===== src/rtl/nrisc_ddata_arbiter_pkg.sv =====
// ---------------------------------------------------------------------------
// nrisc_ddata_arbiter_pkg
// Shared constants for the NRISC D-Data port arbiter: default data/address
// widths (kept in step with the core), arbiter FSM state encodings, the
// starvation counter width and the D-Data access size codes the core drives on
// its ctrl lines.
// ---------------------------------------------------------------------------
package nrisc_ddata_arbiter_pkg;

  localparam int TAM_DEF     = 16;  // data word width
  localparam int N_DDATA_DEF = 12;  // D-Data address width
  localparam int CNT_W       = 8;   // starvation counter width

  typedef enum logic {
    ARB_IDLE = 1'b0,
    ARB_WAIT = 1'b1
  } arb_state_e;

  // D-Data access size codes shared with the core
  localparam logic [2:0] DSIZE_BYTE = 3'b000;
  localparam logic [2:0] DSIZE_HALF = 3'b001;
  localparam logic [2:0] DSIZE_WORD = 3'b010;

endpackage


===== src/rtl/nrisc_ddata_arbiter.sv =====
// ---------------------------------------------------------------------------
// nrisc_ddata_arbiter
// Shares the single D-Data memory port between the NRISC core (absolute
// priority, zero added latency) and one secondary master (DMA / debug) using a
// req/gnt handshake. The secondary master is granted only in cycles where the
// core makes no access. A two-state wait FSM tracks blocked requests and, when
// NRISC_DARB_STARVE_EN is defined, a saturating counter drives ARB_starve.
// Without NRISC_DARB_STARVE_EN the counter is absent and ARB_starve is 0.
//
// Ports
//   clk, rst          clock; asynchronous active-low reset
//   CORE_*            core D-Data request (addr, wdata, load, write, ctrl)
//   CORE_rdata        read data returned to the core (= MEM_rdata)
//   DMA_req/we/addr/wdata/ctrl   secondary master request
//   DMA_gnt           access performed this cycle (combinational)
//   DMA_rdata/rvalid  read data to secondary master, valid the cycle after
//   MEM_*             the shared memory port
//   ARB_starve        secondary master starved
// ---------------------------------------------------------------------------
module nrisc_ddata_arbiter
  import nrisc_ddata_arbiter_pkg::*;
#(
  parameter int TAM        = TAM_DEF,
  parameter int N_DData    = N_DDATA_DEF,
  parameter int STARVE_LIM = 15
) (
  input  logic               clk,
  input  logic               rst,
  input  logic [N_DData-1:0] CORE_addr,
  input  logic [TAM-1:0]     CORE_wdata,
  input  logic               CORE_load,
  input  logic               CORE_write,
  input  logic [2:0]         CORE_ctrl,
  output logic [TAM-1:0]     CORE_rdata,
  input  logic               DMA_req,
  input  logic               DMA_we,
  input  logic [N_DData-1:0] DMA_addr,
  input  logic [TAM-1:0]     DMA_wdata,
  input  logic [2:0]         DMA_ctrl,
  output logic               DMA_gnt,
  output logic [TAM-1:0]     DMA_rdata,
  output logic               DMA_rvalid,
  output logic [N_DData-1:0] MEM_addr,
  output logic [TAM-1:0]     MEM_wdata,
  output logic               MEM_load,
  output logic               MEM_write,
  output logic [2:0]         MEM_ctrl,
  input  logic [TAM-1:0]     MEM_rdata,
  output logic               ARB_starve
);

  arb_state_e         state_q, state_d;
  logic               core_raw;
  logic               core_act;
  logic               gnt;
  logic [N_DData-1:0] addr_q;
  logic [TAM-1:0]     wdata_q;
  logic [2:0]         ctrl_q;
  logic               rvalid_q;

  // Strobes are qualified with rst so no access reaches memory while reset is
  // held, even though the core path is otherwise purely combinational.
  assign core_raw = CORE_load | CORE_write;
  assign core_act = rst & core_raw;
  assign gnt      = rst & DMA_req & ~core_raw;

  // Read data is broadcast; each master knows whether it is the owner.
  assign CORE_rdata = MEM_rdata;
  assign DMA_rdata  = MEM_rdata;
  assign DMA_rvalid = rvalid_q;

  // ---------------- FSM: state register ----------------
  always_ff @(posedge clk or negedge rst) begin
    if (!rst) state_q <= ARB_IDLE;
    else      state_q <= state_d;
  end

  // ---------------- FSM: next state ----------------
  always_comb begin
    state_d = state_q;
    case (state_q)
      ARB_IDLE: if (DMA_req && core_raw) state_d = ARB_WAIT;
      // Request withdrawn before grant is a protocol violation; recover to IDLE.
      ARB_WAIT: if (gnt || !DMA_req)     state_d = ARB_IDLE;
      default:                           state_d = ARB_IDLE;
    endcase
  end

  // ---------------- FSM: outputs / memory mux ----------------
  always_comb begin
    DMA_gnt   = gnt;
    MEM_load  = 1'b0;
    MEM_write = 1'b0;
    MEM_addr  = addr_q;
    MEM_wdata = wdata_q;
    MEM_ctrl  = ctrl_q;
    if (core_act) begin
      MEM_load  = CORE_load;
      MEM_write = CORE_write;
      MEM_addr  = CORE_addr;
      MEM_wdata = CORE_wdata;
      MEM_ctrl  = CORE_ctrl;
    end else if (gnt) begin
      MEM_load  = ~DMA_we;
      MEM_write = DMA_we;
      MEM_addr  = DMA_addr;
      MEM_wdata = DMA_wdata;
      MEM_ctrl  = DMA_ctrl;
    end
  end

  // Idle cycles keep the last driven address/data/ctrl on the port so memory
  // inputs do not toggle needlessly.
  always_ff @(posedge clk or negedge rst) begin
    if (!rst) begin
      addr_q  <= '0;
      wdata_q <= '0;
      ctrl_q  <= '0;
    end else if (core_act || gnt) begin
      addr_q  <= MEM_addr;
      wdata_q <= MEM_wdata;
      ctrl_q  <= MEM_ctrl;
    end
  end

  // Memory returns read data one cycle after the load strobe.
  always_ff @(posedge clk or negedge rst) begin
    if (!rst) rvalid_q <= 1'b0;
    else      rvalid_q <= gnt & ~DMA_we;
  end

`ifdef NRISC_DARB_STARVE_EN
  localparam logic [CNT_W-1:0] LIM_C = CNT_W'(STARVE_LIM);

  logic [CNT_W-1:0] cnt_q, cnt_d;

  // Counts blocked cycles spent in WAIT; the first blocked cycle (the one that
  // moves IDLE->WAIT) is not counted. Returning to IDLE clears it, so the
  // cleared value appears the cycle after the grant.
  always_comb begin
    cnt_d = cnt_q;
    if (state_d == ARB_IDLE)
      cnt_d = '0;
    else if (state_q == ARB_WAIT && !gnt && cnt_q != LIM_C)
      cnt_d = cnt_q + CNT_W'(1);
  end

  always_ff @(posedge clk or negedge rst) begin
    if (!rst) cnt_q <= '0;
    else      cnt_q <= cnt_d;
  end

  assign ARB_starve = (cnt_q == LIM_C);
`else
  assign ARB_starve = 1'b0;
`endif

endmodule


===== config.mk =====
export PLATFORM = sky130hd
export DESIGN_NAME = nrisc_ddata_arbiter
export DESIGN_NICKNAME = d
export VERILOG_FILES = /design/src/rtl/nrisc_ddata_arbiter_pkg.sv /design/src/rtl/nrisc_ddata_arbiter.sv
export SDC_FILE = /design/constraint.sdc
export NUM_CORES = 1
export LEC_CHECK = 0
export ABC_AREA = 1
export ABC_CLOCK_PERIOD_IN_PS = 800
export BUFFER_PORTS_ARGS = -buffer_cell sky130_fd_sc_hd__clkbuf_2
export CAP_MARGIN = 20
export CORE_ASPECT_RATIO = 2
export CORE_MARGIN = 2
export CORE_UTILIZATION = 35
export CTS_CLUSTER_DIAMETER = 100
export DETAILED_ROUTE_END_ITERATION = 7
export PLACE_DENSITY_LB_ADDON = 0.2
export SETUP_SLACK_MARGIN = 0.1
export SLEW_MARGIN = 15
export SYNTH_ARGS = -nofsm -noshare
export SYNTH_HDL_FRONTEND = slang
export SYNTH_SLANG_ARGS = --single-unit

===== constraint.sdc =====
create_clock -name clk -period 0.8 [get_ports clk]
set_input_delay 0.04 -clock clk [delete_from_list [all_inputs] [get_ports clk]]
set_output_delay 0.04 -clock clk [all_outputs]
set_load 0.02 [all_outputs]

# == Word-level counts from Yosys, hierarchy flattened ==
# Cells that the tools add are included.
# word_totals
ff_bits,32
latch_bits,0
ramBits,0
romBits,0
input_bits,84
output_inout_bits,68
memories,0
# classes
n_addsub,0
n_mul,0
div,0
order_cmp,0
n_eq_ne,0
n_shift,0
n_mux,10
n_bitwise,7
reduce_logical,1
# op_table
cell,n
16-bit 2-to-1 mux,2
12-bit 2-to-1 mux,2
3-bit 2-to-1 mux,2
1-bit AND,4
1-bit 2-to-1 mux,4
1-bit inverter,2
1-bit logical OR,1
1-bit bitwise OR,1

# == Longest topological paths before layout ==
# logic_depth
depth_word,5
ltp_mapped,6

# == Worst setup path after synthesis ==
# OpenSTA, ideal clock, no wires.
# synth_path
path_kind,input to output
start,in rst
end,out MEM_write
t_arrival_ps,809
t_required_ps,760
slack_ps,-49
cell_stages,5
cell_sequence,nand2_1 nor2_4 buf_4 nand2_1 o21ai_0
# synth_between
elab_chain_len,4
# synth_lines
item,line,rtl
from (decl),nrisc_ddata_arbiter.sv:28,"input logic rst,"
1-bit AND (2 in a row),nrisc_ddata_arbiter.sv:65,assign gnt = rst & DMA_req & ~core_raw;
via DMA_gnt,nrisc_ddata_arbiter.sv:40,"output logic DMA_gnt,"
1-bit 2-to-1 mux,nrisc_ddata_arbiter.sv:103,end else if (gnt) begin
1-bit 2-to-1 mux,nrisc_ddata_arbiter.sv:97,if (core_act) begin
to (decl),nrisc_ddata_arbiter.sv:46,"output logic MEM_write,"
# The timed path passes the listed nets, and every way through them passes these cells.

# == Worst setup path in the final report ==
# layout_path
start,in CORE_load
end,out MEM_addr[1]
# layout_between
elab_chain_len,5
# layout_lines
item,line,rtl
from (decl),nrisc_ddata_arbiter.sv:31,"input logic CORE_load,"
1-bit bitwise OR (*),nrisc_ddata_arbiter.sv:63,assign core_raw = CORE_load | CORE_write;
1-bit inverter,nrisc_ddata_arbiter.sv:65,
1-bit AND,nrisc_ddata_arbiter.sv:65,
12-bit 2-to-1 mux,nrisc_ddata_arbiter.sv:103,
12-bit 2-to-1 mux (*),nrisc_ddata_arbiter.sv:97,
to (decl),nrisc_ddata_arbiter.sv:43,"output logic [N_DData-1:0] MEM_addr,"
# Every way passes the cells marked *; elsewhere a longest branch is shown, timed or not.

==> results.txt <==
In this run the cell area of the synthesized design comes to 1890 um^2. The tools report the final count of hold timing violations as 1. Internal power comes to 3.70 mW.

The leading register cell type out of synthesis is sky130_fd_sc_hd__dfrtp_1. The final critical-path setup slack was -0.244 ns; the area of the core was 5180 um^2. The switching power total was 1.75 mW. The unique cell type count in the Yosys netlist was 12; the clock transition time at the flip-flop clock pins of the worst setup and hold paths was 0.07 ns. The worst setup path is captured at an output pin. The most area-hungry cell type in the Yosys netlist was sky130_fd_sc_hd__dfrtp_1. The number of clock buffers added by TritonCTS is 5. The logs give 0 for the diode insertion count for antenna repair and 0.364 for the starting density of the core. The H-tree generated during clock tree synthesis spans 2 levels.

The global router's overall resource usage is 0.199. The share of layout cells above drive strength 1 was 0.779. The tools report the worst-skew pair later-pin latency as 0.27 ns. The worst setup path is launched from a primary input. The flow ran to the end, but the final reports show violations. The standard-cell row count came out at 37. The final instance count without filler cells was 411; the wire length of the first global-routing pass was 9270 um. The run gives 0 as the number of antenna violations at the first check in global routing.

The number of pins with negative max-slew slack in the final report was 0. The startpoint identified for the worst hold timing path is DMA_addr[5]. For this block, wires on met1 add up to 2150 um. The tools report the launch point of the critical path as CORE_load. TritonCTS built the clock tree. The run gives 332 as the net count after synthesis.

The worst register-to-register path begins at addr_q[9]. The logs give 0.351 for the share of total power in sequential cells and 152 for the I/O pin total. Synthesis produced 248 cells. After detailed routing, the average wire length per cell comes to 16.4 um. Final cell utilization of the core: 0.748. Final routed DRC violation total: 0. Grouping stages by cell kind, the critical path spends the most delay in buffers and inverters. After synthesis the netlist holds a flip-flop and latch count of 32. The logs give 2067 for the via count of the first global-routing pass and 0.241 for the relative contribution of the clock network to total power. Cell with the biggest individual delay on the critical path: sky130_fd_sc_hd__clkbuf_16. STA puts the critical path data required time at 0.76 ns. The clock passes through at most 2 buffers. At the end of the flow, the number of nets in the layout was 437. Counting flops with a built-in enable in the synthesized netlist gives 0. Setup repair after global routing could not meet its margin everywhere. Port buffering added 102 buffers. The worst hold path belongs to the class primary input to flip-flop. The clock drives 32 sinks.

The die span in x works out to 55.9 um. Measured along the y axis, the die boundary spans 108 um. Final worst-path cycle share: 1.31. Compared with the post-synthesis result, the final layout area differs by 106%.

The cell leakage power was 2.04 nW. The highest layer used for signal routing is met4. For this run, the number of Yosys warnings is 0.

Data arrives at the worst endpoint at 1.00 ns. The checks that failed: negative hold slack, negative setup slack. Setup violations remaining at the end of the flow were counted as 35. Counting both buffers and inverters, the worst setup path holds a total of 4. The run gives 319 um as the total length of routed met3 wires. After synthesis, the most frequently instantiated cells are sky130_fd_sc_hd__nand3_1 (93), sky130_fd_sc_hd__nand2_1 (66), sky130_fd_sc_hd__buf_4 (36).

The proportion of synthesized chip area in sequential cells was 0.424; the final RePlAce weighted congestion was 0.746. The detailed-route wire length is 6730 um, and the maximum number of pins on one net before global-route repair is 25. After filler insertion, the fill cell instance count of the layout stands at 377.

The combinational power share is 0.407. In this run the cell area measured after placement is 2480 um^2. The run gives 958 MHz as the highest achievable clock rate.

Traced cell by cell, the critical path runs through clkbuf_16 > nor2_4 > nor2_4 > buf_12 > clkbuf_16 > nand2_2 > nand3_2 > buf_6. The worst hold slack after final layout is -0.00244 ns. Max capacitance violation total: 0. The net switching fraction of the power was 0.321; the total met2 wirelength after detailed routing was 4030 um.

The post-layout minimum cycle time was 1.04 ns. In this run the clock root is driven by a sky130_fd_sc_hd__clkbuf_8. The biggest fanout along the worst timing path is 6, and the area share of the largest cell type after synthesis is 0.424. Yosys attributes the largest share of cell area to sky130_fd_sc_hd__dfrtp_1 (42%), sky130_fd_sc_hd__nand3_1 (25%), sky130_fd_sc_hd__buf_4 (14%). For this design the ratio of total power to cell area is 1400 nW/um^2. The final clock skew came out at 0 ns.

The HPWL after detailed placement is 3860 um. The number of vias per cell after detailed routing works out to 5.15. The setup path with the least slack is of type primary input to output pin. Global routing finished with a remaining overflow of 0.

The count of nets left with antenna violations once routing finished came out at 0. For the final design instance area without fill, the log shows 3880 um^2. In this run, the number of DRC markers left after iteration 0 of detailed routing was 61.

The async set or reset register ratio after synthesis is 1.00, and the via total after detailed routing is 2117. In this design, the stage delay of the slowest critical-path cell is 0.17 ns. Counting tap cells, the placed design contains a total of 379 instances.

For this run, the detailed router's first-pass iteration total came to 4. Buffers inserted to repair hold after CTS numbered 3. The floorplan step defined a die boundary enclosing 6030 um^2.

sky130_fd_sc_hd__nand3_1 is the most common cell in the netlist. Dividing the synthesized area by the synthesized cell count gives 7.61 um^2. The tools report the peak ir drop on the vdd network as 1.21 mV.
==> power by group through the flow <==
stage                     Combinational [mW]  Sequential (mW)  Clock, mW
final                                   2.22             1.92       1.32
after floorplan                         1.01             1.86          0
after global routing                    2.37             1.93       1.40
after detailed placement                1.30             1.88          0
after global placement                  1.29             1.87          0
after CTS                               1.66             1.87       1.32
==> layout by cell type, fill, tap and decap left out, types with 8 or more instances in the layout <==
| cell | instances |
|---|---|
| sky130_fd_sc_hd__nand2_4 | 9 |
| sky130_fd_sc_hd__buf_4 | 12 |
| sky130_fd_sc_hd__nand3_2 | 50 |
| sky130_fd_sc_hd__buf_8 | 22 |
| sky130_fd_sc_hd__nand3_1 | 25 |
| sky130_fd_sc_hd__nand3_4 | 18 |
| sky130_fd_sc_hd__dfrtp_1 | 32 |
| sky130_fd_sc_hd__clkbuf_2 | 64 |
| sky130_fd_sc_hd__clkbuf_8 | 8 |
| sky130_fd_sc_hd__nand2_2 | 43 |
| sky130_fd_sc_hd__nand2_1 | 14 |
| sky130_fd_sc_hd__buf_6 | 26 |
==> sequential cells by signal, indices dropped and copies added (netlist names) <==
signal,count
DMA_rvalid,1
addr_q,12
ctrl_q,3
wdata_q,16
==> stage by stage <==
step           hold WS [ns]  total power, mW  setup TNS, ns  worst slack, ns
6_report           -0.00244             5.45          -6.28           -0.244
5_1_grt             0.00198             5.71          -7.67           -0.269
4_1_cts            -0.00189             4.85          -6.49           -0.221
3_5_place_dp         0.0716             3.18         -10.61           -0.240
3_3_place_gp         0.0706             3.16          -8.71           -0.213
2_1_floorplan        -0.256             2.87              0           0.0690
==> layout make-up <==
cell class / instances / area [um^2] / area share
sequential: 32 / 801 / 0.206
inverter: 4 / 25.0 / 0.00645
timing repair buffer: 143 / 1440 / 0.370
multi-input combinational: 167 / 1450 / 0.374
tap: 58 / 72.6 / 0.0187
clock buffer: 7 / 96.3 / 0.0248
==> cells by family after synthesis <==
| kind of cell | Yosys count | share of synthesized area |
|---|---|---|
| simple gates | 163 | 0.390 |
| buf+inv | 49 | 0.175 |
| flops | 32 | 0.424 |
| compound gates | 3 | 0.00862 |
| other cells | 1 | 0.00199 |
==> final timing paths <==
path	slack, ns	endpoint	depth (start not counted)
max in group asynchronous	0.31	ctrl_q[0]	3
worst min-delay path	-0.002	addr_q[5]	3
worst max register to register	-0.02	addr_q[9]	4
worst min register to register	0.51	wdata_q[7]	2
min in group asynchronous	0.27	DMA_rvalid	3
worst max-delay path	-0.24	MEM_addr[1]	8
==> tightest hold or removal path, stage by stage <==
cell and delay, ns:
sky130_fd_sc_hd__clkbuf_2 0.08, sky130_fd_sc_hd__nand2_2 0.06, sky130_fd_sc_hd__nand3_2 0.06
==> what timing repair did <==
| item | CTS | global route |
|---|---|---|
| gates cloned | 3 | 6 |
| setup buffers | 6 | 7 |
| setup endpoints to repair | 44 | 65 |
| hold endpoints to repair | 34 | 1 |
| gates resized for setup | 83 | 169 |
| pin swaps | 11 | 35 |
==> metal layers <==
| metal | track usage | up-vias |
|---|---|---|
| met1 | 0.193 | 1005 |
| met2 | 0.395 | 77 |
| met5 | 0 | - |
| li1 | - | 1011 |
| met3 | 0.0313 | 24 |
| met4 | 0.0935 | 0 |
No activity file was read; power rests on OpenSTA's default activity.
